## config.mk

```make
export PLATFORM = sky130hd
export DESIGN_NAME = ram_16x256
export DESIGN_NICKNAME = d
export VERILOG_FILES = /design/src/rtl/ram_16x256_pkg.sv /design/src/rtl/ram_16x256_array.sv /design/src/rtl/ram_16x256.sv
export SDC_FILE = /design/constraint.sdc
export NUM_CORES = 2
export LEC_CHECK = 0
export BUFFER_PORTS_ARGS = -buffer_cell sky130_fd_sc_hd__buf_2
export CAP_MARGIN = 25
export CORE_ASPECT_RATIO = 0.6
export CORE_UTILIZATION = 55
export DETAILED_ROUTE_END_ITERATION = 10
export PLACE_DENSITY_LB_ADDON = 0.3
export SYNTH_ARGS = -nofsm -noshare
export SYNTH_HDL_FRONTEND = slang
export SYNTH_SLANG_ARGS = --single-unit
```

## constraint.sdc

```tcl
create_clock -name clock -period 2.9 [get_ports clock]
set_clock_uncertainty 0.05 [all_clocks]
set_input_delay 0.145 -clock clock [delete_from_list [all_inputs] [get_ports clock]]
set_output_delay 0.145 -clock clock [all_outputs]
set_load 0.1 [all_outputs]
```

## src/rtl/ram_16x256_pkg.sv

```systemverilog
// Shared constants and types for the 256 x 16 sample delay-line RAM.
package ram_16x256_pkg;

    localparam int RAM_DATA_WIDTH = 16;
    localparam int RAM_ADDR_WIDTH = 8;
    localparam int RAM_DEPTH      = 256;

    typedef logic [RAM_DATA_WIDTH-1:0] ram_word_t;
    typedef logic [RAM_ADDR_WIDTH-1:0] ram_addr_t;

endpackage : ram_16x256_pkg

```

## src/rtl/ram_16x256_array.sv

```systemverilog
// Bare storage array: synchronous write port and a registered
// read-before-write read port. There is no reset, so synthesis can map it
// onto block RAM. Contents power up as all zeros.
module ram_16x256_array
    import ram_16x256_pkg::*;
#(
    parameter int DATA_WIDTH = RAM_DATA_WIDTH,
    parameter int ADDR_WIDTH = RAM_ADDR_WIDTH
) (
    input  logic                  clock,
    input  logic                  wr_en,
    input  logic [ADDR_WIDTH-1:0] wr_addr,
    input  logic [DATA_WIDTH-1:0] wr_data,
    input  logic [ADDR_WIDTH-1:0] rd_addr,
    output logic [DATA_WIDTH-1:0] rd_data
);

    localparam int DEPTH = 1 << ADDR_WIDTH;

    // Zero-initialised so the filter's first sweep reads zeros.
    logic [DATA_WIDTH-1:0] mem_r [0:DEPTH-1] = '{default: {DATA_WIDTH{1'b0}}};
    logic [DATA_WIDTH-1:0] rd_data_r;

    // Write and read share one edge; the read samples the array before the
    // write lands, so a same-address read returns the old word.
    always_ff @(posedge clock) begin
        if (wr_en) begin
            mem_r[wr_addr] <= wr_data;
        end
        rd_data_r <= mem_r[rd_addr];
    end

    assign rd_data = rd_data_r;

endmodule : ram_16x256_array

```

## src/rtl/ram_16x256.sv

```systemverilog
// Simple dual-port 256 x 16 RAM used as the decimating FIR's sample delay
// line. Reset clears only the read output; memory contents survive it.
// Optional macro RAM_16X256_OUTREG_EN adds a second output register stage
// (2-cycle read latency); without it the read latency is 1 cycle.
module ram_16x256
    import ram_16x256_pkg::*;
#(
    parameter int DATA_WIDTH = RAM_DATA_WIDTH,
    parameter int ADDR_WIDTH = RAM_ADDR_WIDTH
) (
    input  logic                  clock,
    input  logic                  reset,
    input  logic [DATA_WIDTH-1:0] data,
    input  logic [ADDR_WIDTH-1:0] wraddress,
    input  logic                  wren,
    input  logic [ADDR_WIDTH-1:0] rdaddress,
    output logic [DATA_WIDTH-1:0] q
);

    logic                  wr_en_s;
    logic [DATA_WIDTH-1:0] rd_data_s;
    logic [DATA_WIDTH-1:0] stage1_s;
    logic                  out_en_r;

    // Writes are suppressed for as long as reset is high, including the
    // edge at which reset is first seen.
    assign wr_en_s = wren & ~reset;

    ram_16x256_array #(
        .DATA_WIDTH (DATA_WIDTH),
        .ADDR_WIDTH (ADDR_WIDTH)
    ) u_array (
        .clock   (clock),
        .wr_en   (wr_en_s),
        .wr_addr (wraddress),
        .wr_data (data),
        .rd_addr (rdaddress),
        .rd_data (rd_data_s)
    );

    // Output-enable flag: cleared asynchronously by reset, set by the first
    // edge after release, which is the edge that performs the first valid read.
    always_ff @(posedge clock or posedge reset) begin
        if (reset) begin
            out_en_r <= 1'b0;
        end else begin
            out_en_r <= 1'b1;
        end
    end

    // The array's read register cannot carry a reset without losing block-RAM
    // inference, so the first output stage is forced to zero by the flag. This
    // makes q drop to zero the moment reset rises.
    assign stage1_s = rd_data_s & {DATA_WIDTH{out_en_r}};

`ifdef RAM_16X256_OUTREG_EN
    logic [DATA_WIDTH-1:0] q_r;

    // Second output stage, cleared asynchronously by reset.
    always_ff @(posedge clock or posedge reset) begin
        if (reset) begin
            q_r <= {DATA_WIDTH{1'b0}};
        end else begin
            q_r <= stage1_s;
        end
    end

    assign q = q_r;
`else
    assign q = stage1_s;
`endif

endmodule : ram_16x256

```

==> flow_summary_export.csv <==
group,metric,value,unit
power_and_ir_drop,internal_power,0.0966,W
finish,fillers,18700,
status,status,"finished with violations",
logic_synthesis,seq_area_frac_synth,0.776,
finish,layout_commonest_cell,"edfxtp_1",
grt,use_met3,0.131,
power_and_ir_drop,power_switching_share,0.216,
timing,setup_violations,3,
power_and_ir_drop,power_leakage,60.4,nW
timing,fin_crit,2.95,ns
finish,nets,8661,
die,dieArea,0.291,mm²
timing,setup_slack,-0.0483,ns
grt,busiest_layer,"met1",
placement,place_ws,-0.788,ns
finish,final_cells,12800,
logic_synthesis,synth-main-ff-cell,"edfxtp_1",
timing,tns,-0.0922,ns
logic_synthesis,yosysTopAreaCell,"edfxtp_1",
worst_setup_path,start_kind,"primary input",
die,dieWidth,696,µm
die,num_rows,152,
cts,cts.path.max_buffers,4,
cts,clk_latency,0.97,ns
logic_synthesis,synth_top_area_frac,0.774,
timing,tightest_slew,1.38,ns
power_and_ir_drop,p_per_area,668,mW/mm²
cts,htree_levels,5,
cts,cts_tree,"built",
route,ant_nets,0,
grt,grtUsageTotal,0.315,
timing,final_hold_viol_count,0,
logic_synthesis,synth_nets,7530,
placement,io_buffers,50,
finish,area_growth,16.1,%
grt,grt_max_degree,113,
timing,rsz0062_at_grt,"no",
grt,gr-usage-met2,0.420,
power_and_ir_drop,total_power,0.123,W
hold_path,min_from,"rdaddress[4]",
placement,hpwl,299,mm
worst_setup_path,crit_required,3.75,ns
worst_setup_path,worstReg2RegStart,"u_array.mem_r[121][11]",
hold_path,hold_path.class,"in -> reg",
status,violations,"setup timing",
flow_run,maxCapViolations,0,
worst_setup_path,critPathKind,"in -> reg",
worst_setup_path,worstPathArrival,3.80,ns
route,wl_per_cell,36.0,µm
placement,dp.cells,12100,
grt,grt_pass1_wl,637,mm
route,finalWirelength,460,mm
grt,overflow,0,
grt,grt_pass1_vias,82400,
logic_synthesis,synth_edf_count,4096,
finish,drive_gt1_frac,0.297,
worst_setup_path,startpoint,"rdaddress[6]",
cts,postCtsSetupRepairBufs,0,
route,drt_iter0_markers,15000,
route,vias,85800,
power_and_ir_drop,pwr-share-clk,0.407,
finish,most-common-layout-cells,"4096 x edfxtp_1, 1007 x buf_4, 851 x mux4_2",
worst_setup_path,cpLargestDelayFamily,"simple AND/OR/NAND/NOR gates",
cts,path_clk_slew,0.07,ns
die,io_pins,51,
route,vias_per_cell,6.72,
die,initial_core_util,0.555,
logic_synthesis,async_flop_share,0.000243,
logic_synthesis,ys_types,61,
logic_synthesis,synth.area.top_cells,"edfxtp_1 77%, mux4_2 12%, mux2i_1 3.2%, nor2_1 0.87%, o221ai_1 0.74%",
worst_setup_path,cp_max_fo,6,
timing,slew_viol_final,0,
worst_setup_path,slowest_delay,0.83,ns
timing,max_freq,339,MHz
power_and_ir_drop,ir_drop,0.000557,V
route,firstDrtPassIters,6,
worst_setup_path,endpoint_kind,"flip-flop",
power_and_ir_drop,switching_power,0.0267,W
die,die_h,418,µm
route,drcViolationCount,0,
logic_synthesis,syn-cell-area,0.159,mm²
worst_setup_path,crit_chain,"dlygate4sd3_1 -> buf_2 -> buf_4 -> and4_1 -> buf_12 -> nand2_1 -> buf_4 -> buf_4 -> o22ai_1 -> a211oi_1 -> nand4_1 -> nor4_1 -> and3_1",
power_and_ir_drop,p_seq_frac,0.531,
worst_setup_path,path_buf_inv,6,
timing,period_share,1.02,
worst_setup_path,cp_slowest_cell,"nor4_1",
cts,clock-root-buffer,"clkbuf_16",
logic_synthesis,synth.avg_cell_area,21.2,µm²
logic_synthesis,ys_warn_count,0,
grt,antenna_found_initial,34,
cts,cts_num_sinks,4113,
logic_synthesis,synth-seq-cells,4113,
power_and_ir_drop,power_frac_comb,0.062,
logic_synthesis,syn_inst,7495,
cts,cts_inserted_buffers,366,
timing,relSlewSlack,0.0819,
worst_setup_path,worst_path_most_repeated_cell,"buf_4",
die,core_region_area,0.287,mm²
placement,place.gp.congestion,1.03,
grt,grtUsageMet1,0.486,
[kinds of logic after synthesis]
kind of cell,count (synthesis),synth area share
AO/OA/AOI/OAI,676,0.0290
buffers and inverters,454,0.0160
flip-flops,4113,0.776
multiplexers,1382,0.154
other,1,0.0000236
AND/OR/NAND/NOR,869,0.0247
[state kept, by name, indices dropped and copies added (netlist names)]
register / cells
u_array.mem_r: 4096
u_array.rd_data: 16
out_en_r: 1
[final cells by class]
| class | instances | area, µm² | share of cell area |
|---|---|---|---|
| Clock inverter | 227 | 2540 | 0.0137 |
| Timing Repair Buffer | 1212 | 11000 | 0.0594 |
| Multi-Input combinational cell | 2928 | 33200 | 0.180 |
| Antenna cell | 7 | 17.5 | 0.0000949 |
| Clock buffer | 437 | 9660 | 0.0523 |
| Tap cell | 3850 | 4820 | 0.0261 |
| Inverter | 5 | 28.8 | 0.000156 |
| Sequential cell | 4113 | 123000 | 0.668 |
[cell usage after synthesis (16+ instances only)]
cell type,count
edfxtp_1,4096
mux4_2,851
mux2i_1,503
nor2_1,367
clkbuf_1,195
o22ai_1,179
nor3_1,156
nand2_1,152
a21oi_1,135
o221ai_1,134
o21ai_0,71
buf_2,69
buf_1,65
buf_4,58
nand3_1,55
buf_6,47
a22oi_1,37
a211oi_1,36
nor4_1,33
mux2_2,28
a221oi_1,18
and2_1,17
a22o_1,16
dfxtp_1,16
nand4_1,16
[worst register-to-register path, cell delays in order, from the launching register on]
cell and delay, ns:
edfxtp_1 0.33, mux2i_1 0.07, o221ai_1 0.35, nor3_1 0.15, buf_4 0.18, a211oi_1 0.53, buf_4 0.24, nand4_1 0.13
nor4_1 0.39, buf_4 0.21, and3_1 0.16
[power by group through the flow]
stage	combinational, W	clock, W	sequential (W)
global route	0.00784	0.0527	0.0655
global placement	0.00723	0	0.0668
CTS	0.00743	0.0506	0.0655
detailed placement	0.00736	0	0.0668
floorplan	0.00338	0	0.0668
finish	0.00763	0.0502	0.0655
[through the flow]
step,util,hold WS (ns),instance area [µm²]
6_report,0.644,0.0874,185000
5_1_grt,0.644,0.0733,185000
4_1_cts,0.644,0.0281,185000
3_5_place_dp,0.600,0.0717,172000
3_3_place_gp,0.600,0.0679,172000
2_1_floorplan,-,-0.176,159000
[routing by layer]
metal	wire length (µm)	vias up
li1	-	33800
met1	183000	45000
met2	188000	6400
met3	77700	632
met4	10700	16
met5	276	-
[path summary, 6_finish.rpt]
| path | slack [ns] | to | cells past startpoint |
|---|---|---|---|
| setup / recovery | -0.05 | u_array.rd_data[4] | 13 |
| hold / removal | 0.09 | u_array.rd_data[9] | 5 |
| setup reg to reg | 0.06 | u_array.rd_data[11] | 10 |
| hold reg to reg | 1.11 | u_array.rd_data[6] | 5 |
| max in group asynchronous | 2.38 | out_en_r | 4 |
| min in group asynchronous | 0.32 | out_en_r | 4 |
[repair_timing]
item | CTS | global route
hold endpoints to repair | 2883 | 0
setup endpoints to repair | 9 | 3
hold buffers | 28 | 0
resized for setup | 9 | 2
Power figures use the tool's default switching activity.
